### config.mk
export PLATFORM = sky130hd
export DESIGN_NAME = i2c_reg_seq_flat
export DESIGN_NICKNAME = d
export VERILOG_FILES = /design/src/rtl/i2c_reg_seq_if.sv /design/src/rtl/i2c_reg_seq.sv /design/src/flat_wrapper.sv
export SDC_FILE = /design/constraint.sdc
export NUM_CORES = 1
export LEC_CHECK = 0
export ABC_CLOCK_PERIOD_IN_PS = 2000
export BUFFER_PORTS_ARGS = -buffer_cell sky130_fd_sc_hd__buf_4
export CAP_MARGIN = 10
export CORE_UTILIZATION = 49
export DETAILED_ROUTE_END_ITERATION = 8
export GPL_ROUTABILITY_DRIVEN = 0
export MAX_ROUTING_LAYER = met4
export PLACE_DENSITY = 0.76
export SYNTH_ARGS = -nofsm -noshare
export SYNTH_HDL_FRONTEND = slang
export SYNTH_SLANG_ARGS = --single-unit
### constraint.sdc
create_clock -name clk -period 2 [get_ports clk]
set_input_delay 0.1 -clock clk [delete_from_list [all_inputs] [get_ports clk]]
set_output_delay 0.1 -clock clk [all_outputs]
set_load 0.02 [all_outputs]
### src/rtl/i2c_reg_seq_if.sv
// Client request/response port and I2C byte-engine command port
// used by the register-access sequencer.
interface reg_req_if #(
  parameter int REG_AW = 8
);
  logic              req_valid;
  logic              req_ready;
  logic              req_rw;
  logic [6:0]        req_dev_addr;
  logic [REG_AW-1:0] req_reg_addr;
  logic [7:0]        req_wdata;
  logic              rsp_valid;
  logic [7:0]        rsp_rdata;
  logic              rsp_err;

  modport master (
    output req_valid, req_rw, req_dev_addr,
    output req_reg_addr, req_wdata,
    input  req_ready, rsp_valid, rsp_rdata, rsp_err
  );

  modport slave (
    input  req_valid, req_rw, req_dev_addr,
    input  req_reg_addr, req_wdata,
    output req_ready, rsp_valid, rsp_rdata, rsp_err
  );
endinterface

interface i2c_cmd_if;
  logic [2:0] m_cmd;
  logic [7:0] m_din;
  logic       m_wr_i2c;
  logic       m_ready;
  logic       m_done_tick;
  logic       m_ack;
  logic [7:0] m_dout;

  modport master (
    output m_cmd, m_din, m_wr_i2c,
    input  m_ready, m_done_tick, m_ack, m_dout
  );

  modport slave (
    input  m_cmd, m_din, m_wr_i2c,
    output m_ready, m_done_tick, m_ack, m_dout
  );
endinterface

### src/rtl/i2c_reg_seq.sv
// I2C register-access sequencer: expands one write/read request
// into START..STOP engine commands and returns one response.
module i2c_reg_seq #(
  parameter int REG_ADDR_BYTES = 1,
  parameter int REG_AW = 8 * REG_ADDR_BYTES
) (
  input logic   clk,
  input logic   reset_n,
  reg_req_if.slave req,
  i2c_cmd_if.master m
);

  typedef enum logic [2:0] {
    IDLE, ISSUE, WAIT_LO, WAIT_RDY, RESP
  } state_t;

  localparam logic [2:0] C_START = 3'b000;
  localparam logic [2:0] C_WR    = 3'b001;
  localparam logic [2:0] C_RD    = 3'b010;
  localparam logic [2:0] C_STOP  = 3'b011;
  localparam logic [2:0] C_RS    = 3'b100;

  // last register-address step index
  localparam logic [2:0] REG_END = 3'(REG_ADDR_BYTES + 1);

  state_t state, state_n;

  logic [2:0]        step;
  logic              rw_q;
  logic [6:0]        dev_q;
  logic [REG_AW-1:0] reg_q;
  logic [7:0]        wd_q;
  logic [7:0]        rd_q;
  logic              err_q;
  logic              up_q;

  logic s_start, s_dev, s_reg, s_data;
  logic s_rs, s_dev1, s_rd, s_stop, s_wbyte;
  logic [2:0] stop_step;
  logic [2:0] cmd;
  logic [7:0] din;
  logic wr, accept, done;
  logic unused;

  assign unused = m.m_done_tick;

  always_comb begin
    s_start   = step == 3'd0;
    s_dev     = step == 3'd1;
    s_reg     = step >= 3'd2 && step <= REG_END;
    s_data    = !rw_q && step == REG_END + 3'd1;
    s_rs      = rw_q && step == REG_END + 3'd1;
    s_dev1    = rw_q && step == REG_END + 3'd2;
    s_rd      = rw_q && step == REG_END + 3'd3;
    stop_step = rw_q ? REG_END + 3'd4
                     : REG_END + 3'd2;
    s_stop    = step == stop_step;
    s_wbyte   = s_dev | s_reg | s_data | s_dev1;
  end

  // reg_q shifts left per sent byte, so its top byte is next
  always_comb begin
    cmd = C_STOP;
    din = 8'h00;
    unique case (1'b1)
      s_start: cmd = C_START;
      s_dev: begin
        cmd = C_WR;
        din = {dev_q, 1'b0};
      end
      s_reg: begin
        cmd = C_WR;
        din = reg_q[REG_AW-1 -: 8];
      end
      s_data: begin
        cmd = C_WR;
        din = wd_q;
      end
      s_rs: cmd = C_RS;
      s_dev1: begin
        cmd = C_WR;
        din = {dev_q, 1'b1};
      end
      s_rd: begin
        cmd = C_RD;
        din = 8'h01;
      end
      default: ;
    endcase
  end

  always_ff @(posedge clk or negedge reset_n) begin
    if (!reset_n) state <= IDLE;
    else          state <= state_n;
  end

  always_comb begin
    state_n = state;
    wr      = 1'b0;
    accept  = 1'b0;
    done    = 1'b0;
    unique case (state)
      IDLE: begin
        if (req.req_valid && up_q) begin
          accept  = 1'b1;
          state_n = ISSUE;
        end
      end
      ISSUE: begin
        wr = m.m_ready;
        if (m.m_ready) state_n = WAIT_LO;
      end
      WAIT_LO: state_n = WAIT_RDY;
      WAIT_RDY: begin
        if (m.m_ready) begin
          done    = 1'b1;
          state_n = s_stop ? RESP : ISSUE;
        end
      end
      RESP: state_n = IDLE;
      default: state_n = IDLE;
    endcase
  end

  always_ff @(posedge clk or negedge reset_n) begin
    if (!reset_n) begin
      up_q  <= 1'b0;
      step  <= 3'd0;
      rw_q  <= 1'b0;
      dev_q <= 7'h00;
      reg_q <= '0;
      wd_q  <= 8'h00;
      rd_q  <= 8'h00;
      err_q <= 1'b0;
    end else begin
      up_q <= 1'b1;
      if (accept) begin
        step  <= 3'd0;
        rw_q  <= req.req_rw;
        dev_q <= req.req_dev_addr;
        reg_q <= req.req_reg_addr;
        wd_q  <= req.req_wdata;
        rd_q  <= 8'h00;
        err_q <= 1'b0;
      end else if (done && !s_stop) begin
        if (s_wbyte && m.m_ack) begin
          err_q <= 1'b1;
          step  <= stop_step;
        end else begin
          step <= step + 3'd1;
          if (s_reg) reg_q <= reg_q << 8;
          if (s_rd)  rd_q  <= m.m_dout;
        end
      end
    end
  end

  assign req.req_ready = state == IDLE && up_q;
  assign req.rsp_valid = state == RESP;
  assign req.rsp_err   = state == RESP && err_q;
  assign req.rsp_rdata =
    (state == RESP && !err_q) ? rd_q : 8'h00;

  assign m.m_wr_i2c = wr;
  assign m.m_cmd = state == ISSUE ? cmd : C_START;
  assign m.m_din = state == ISSUE ? din : 8'h00;

endmodule

### src/flat_wrapper.sv
// flat-port wrapper written by rule: the top's interface ports become plain ports
module i2c_reg_seq_flat 
#(
  parameter int REG_ADDR_BYTES = 1,
  parameter int REG_AW = 8 * REG_ADDR_BYTES
)
  (clk, reset_n, req_req_valid, req_req_rw, req_req_dev_addr, req_req_reg_addr, req_req_wdata, req_req_ready, req_rsp_valid, req_rsp_rdata, req_rsp_err, m_m_cmd, m_m_din, m_m_wr_i2c, m_m_ready, m_m_done_tick, m_m_ack, m_m_dout);
  reg_req_if #(.REG_AW(REG_AW)) req_i ();
  i2c_cmd_if m_i ();
  input logic clk;
  input logic reset_n;
  input wire logic [$bits(req_i.req_valid)-1:0] req_req_valid;
  input wire logic [$bits(req_i.req_rw)-1:0] req_req_rw;
  input wire logic [$bits(req_i.req_dev_addr)-1:0] req_req_dev_addr;
  input wire logic [$bits(req_i.req_reg_addr)-1:0] req_req_reg_addr;
  input wire logic [$bits(req_i.req_wdata)-1:0] req_req_wdata;
  output wire logic [$bits(req_i.req_ready)-1:0] req_req_ready;
  output wire logic [$bits(req_i.rsp_valid)-1:0] req_rsp_valid;
  output wire logic [$bits(req_i.rsp_rdata)-1:0] req_rsp_rdata;
  output wire logic [$bits(req_i.rsp_err)-1:0] req_rsp_err;
  output wire logic [$bits(m_i.m_cmd)-1:0] m_m_cmd;
  output wire logic [$bits(m_i.m_din)-1:0] m_m_din;
  output wire logic [$bits(m_i.m_wr_i2c)-1:0] m_m_wr_i2c;
  input wire logic [$bits(m_i.m_ready)-1:0] m_m_ready;
  input wire logic [$bits(m_i.m_done_tick)-1:0] m_m_done_tick;
  input wire logic [$bits(m_i.m_ack)-1:0] m_m_ack;
  input wire logic [$bits(m_i.m_dout)-1:0] m_m_dout;
  assign req_i.req_valid = req_req_valid;
  assign req_i.req_rw = req_req_rw;
  assign req_i.req_dev_addr = req_req_dev_addr;
  assign req_i.req_reg_addr = req_req_reg_addr;
  assign req_i.req_wdata = req_req_wdata;
  assign req_req_ready = req_i.req_ready;
  assign req_rsp_valid = req_i.rsp_valid;
  assign req_rsp_rdata = req_i.rsp_rdata;
  assign req_rsp_err = req_i.rsp_err;
  assign m_m_cmd = m_i.m_cmd;
  assign m_m_din = m_i.m_din;
  assign m_m_wr_i2c = m_i.m_wr_i2c;
  assign m_i.m_ready = m_m_ready;
  assign m_i.m_done_tick = m_m_done_tick;
  assign m_i.m_ack = m_m_ack;
  assign m_i.m_dout = m_m_dout;
  i2c_reg_seq #(.REG_ADDR_BYTES(REG_ADDR_BYTES), .REG_AW(REG_AW)) u_core (.clk(clk), .reset_n(reset_n), .req(req_i), .m(m_i));
endmodule
==> results by group <==
Cells and area
  – Nets: 360
  – Layout cells sized above 1: 36.16%
  – Antenna cell count: 0
  – FF/Latch Area: 1005 um^2
  – Post-route cell area: 3092 um^2
  – Layout fillers: 283
  – Layout Cells excl Fill: 368
  – Area of the multi-input gates: 1132 um^2
  – Area delta synth->final: 48.59%

CTS
  – Number of clock sinks: 40
  – CTS root buf: clkbuf_8
  – H-tree depth: 2
  – Clock transition at path regs: 80 ps
  – CTS tree: done
  – Clk_lat worst skew: 300 ps
  – TritonCTS buffer count: 5
  – Clock Path Buffers: 2

Synth
  – Syn Area/Cell: 9.126 um^2
  – Yosys warns: 0
  – Yosys top cell by area: dfrtp_1
  – FF+latch count, synth: 40
  – Post-synth cell types: 40
  – Cell area after synthesis: 2081 um^2
  – Synth Flop Type: dfrtp_1
  – Syn Nets: 271
  – Register area share after synthesis: 48.11%
  – Ranking of synthesized cells by area: dfrtp_1 (48%), nand2_1 (12%), and2_1 (3.6%)
  – Post-synth EDFFs: 0
  – Top-area cell type share of the netlist area: 48.11%
  – Synth Instances: 228
  – Post-synth ARST share: 100.0%
  – Synth top cells by count: nand2_1 (69), dfrtp_1 (40), o21ai_0 (13), and2_1 (12), nor2_1 (12)
  – Most frequent cell after synthesis: nand2_1

Worst setup path
  – Delay-heaviest family, CP: compound AO/OA/AOI/OAI gates
  – Worst path slowest cell: dfrtp_2
  – CP max stage delay: 460 ps
  – Startpoint Class: flop
  – R2R Setup Slk: 110 ps
  – CP max FO: 8
  – CP cell instances: inv_2 > ha_2 > nor2b_4 > nor3b_1 > a211o_4 > a31oi_4 > buf_6
  – CP arrival: 1990 ps
  – Req. time, crit path: 1900 ps
  – Buf/Inv on CP: 2
  – Worst R2R Path Depth: 7
  – Reg2reg start: u_core.step[0]
  – FF-to-FF End: u_core.reg_q[4]
  – Critical Path End Type: output pin
  – Crit path kind: reg2out

Place
  – Dpl hpwl: 3.325 mm
  – DP Area: 2625 um^2
  – IO Port Bufs: 59
  – DP Cell Count: 337

Floorplan
  – Die Height: 67.17 um
  – Core Area: 4029 um^2
  – FP Rows: 23
  – Initial Utilization: 51.65%
  – Die footprint: 4511 um^2
  – Die X: 67.17 um
  – Ports: 61

GRT
  – Initial antenna violation count: 0
  – Met3 Use GR: 6.419%
  – Largest net degree at the start of global routing: 41
  – Grt total ovfl: 0
  – Total GRT Usage: 27.03%
  – GR Layer Usage met2: 45.00%
  – Global Route met1 Usage: 31.45%
  – Global route hottest layer: met2
  – First-pass GRT wire length: 8.618 mm
  – Vias in the first global route: 1917

Power
  – Net Sw Frac: 38.27%
  – Internal power: 2356 uW
  – Worst VDD drop: 0.0006164 V
  – Leakage: 0.001474 uW
  – Sequential power share: 36.5%
  – Psw: 1461 uW
  – P per Cell Area: 1234 nW/um^2
  – Clock network fraction of total power: 17.4%
  – Comb pwr share: 46.1%

Run status
  – Run status: finished with violations
  – Failing checks: negative setup slack

Detailed routing
  – # DRC: 0
  – TritonRoute pass-1 iters: 7
  – Final WL: 5.352 mm
  – Vias/cell: 5.408
  – DR iter-0 viols: 98
  – DRT antenna net count: 0
  – Routed via count: 1990
  – Avg WL per Cell: 14.54 um

Timing
  – RSZ-0062 raised after global routing: true
  – Fmax: 479.0 MHz
  – Setup Skew: 8.371 ps
  – Final setup vio count: 8
  – Period utilization: 104.4%
  – Setup tns final: -527.1 ps
  – Tmin final: 2088 ps
  – Max-slew violations: 0
  – Final hold vios: 0
  – Worst setup margin: -87.88 ps

Hold path
  – Hold Path End: u_core.rd_q[3]
  – Hold Path Depth: 3
  – Worst Hold Launch: m_m_dout[3]
  – Min-delay worst type: in2reg

Run
  – Max-cap viol count: 0
==> sequential cells by signal (all words and copies together) (netlist names) <==
signal and cells:
u_core.dev_q 7, u_core.err_q 1, u_core.rd_q 8, u_core.reg_q 8
u_core.rw_q 1, u_core.state 3, u_core.step 3, u_core.up_q 1
u_core.wd_q 8
==> final cells by class <==
cell class | instances | share of cell area, %
multi-input combinational | 173 | 36.62
sequential | 40 | 32.50
timing repair buffer | 94 | 24.89
clock buffer | 5 | 2.226
tap | 50 | 2.023
clock inverter | 3 | 1.376
inverter | 3 | 0.3642
==> metal layers <==
metal / up-vias / wire length [um]
li1: 961 / -
met1: 957 / 2289
met2: 63 / 2741
met3: 9 / 246
met4: 0 / 76
met5: - / 0
==> cells by family (layout without fill, tap and decap cells) <==
| group | count (synthesis) | after routing | synth area share (%) |
|---|---|---|---|
| buf+inv | 15 | 105 | 3.307 |
| simple gates | 119 | 119 | 27.24 |
| xor+xnor | 2 | 2 | 0.8420 |
| flops | 40 | 40 | 48.11 |
| other cells | 1 | 1 | 0.1802 |
| compound gates | 46 | 46 | 17.32 |
| fa+ha+maj | 5 | 5 | 3.007 |
==> timing repair <==
action,in CTS,in global routing
pin swaps,13,9
hold buffers,17,1
endpoints found under the setup margin,11,11
endpoints found under the hold margin,56,1
gates resized for setup,28,10
setup buffers,4,1
==> worst min-delay path, delay by kind of cell <==
family,cells,cell delay [ps]
compound gates,1,60
simple gates,1,30
buf+inv,1,70
==> layout by cell type (no fill, tap or decap), types with 3 or more instances in the layout <==
cell	n
and2_1	12
dfrtp_1	37
nand2b_1	3
inv_2	3
nor2_2	6
nor3b_1	3
nor2_1	7
ha_4	3
nand3_1	5
buf_6	5
dfrtp_2	3
dlygate4sd3_1	18
buf_4	71
a21oi_1	3
clkbuf_8	5
a222oi_1	7
and3_1	3
nand2_1	69
a22o_1	8
o21ai_0	11
==> how the worst max path moves through the flow <==
stage | startpoint | end | slack (ps) | depth (start not counted)
2_1_floorplan | u_core.step[0] | m_m_din[1] | 70 | 7
3_3_place_gp | u_core.step[0] | m_m_din[2] | 70 | 7
3_5_place_dp | u_core.step[0] | m_m_din[1] | 70 | 7
4_1_cts | u_core.step[1] | m_m_din[4] | -80 | 6
5_1_grt | u_core.step[0] | m_m_din[0] | -170 | 7
6_report | u_core.step[0] | m_m_din[0] | -90 | 7
==> metrics by stage <==
| step | power (uW) | util, % | setup slack (ps) | hold WS [ps] |
|---|---|---|---|---|
| after floorplan | 2311 | - | 66.54 | -195.6 |
| after global placement | 2776 | 65.16 | 74.38 | 102.6 |
| after detailed placement | 2814 | 65.16 | 67.17 | 105.7 |
| after CTS | 3682 | 75.12 | -77.83 | 2.137 |
| after global routing | 4076 | 76.74 | -167.5 | 7.919 |
| final | 3816 | 76.74 | -87.88 | 6.668 |
==> power by group through the flow <==
stage	logic (uW)	registers, uW	clock network, uW
5_1_grt	1940	1430	714
2_1_floorplan	997	1310	0
6_report	1760	1390	663
3_5_place_dp	1440	1370	0
3_3_place_gp	1410	1360	0
4_1_cts	1630	1380	673
No activity file was read; power rests on OpenSTA's default activity.
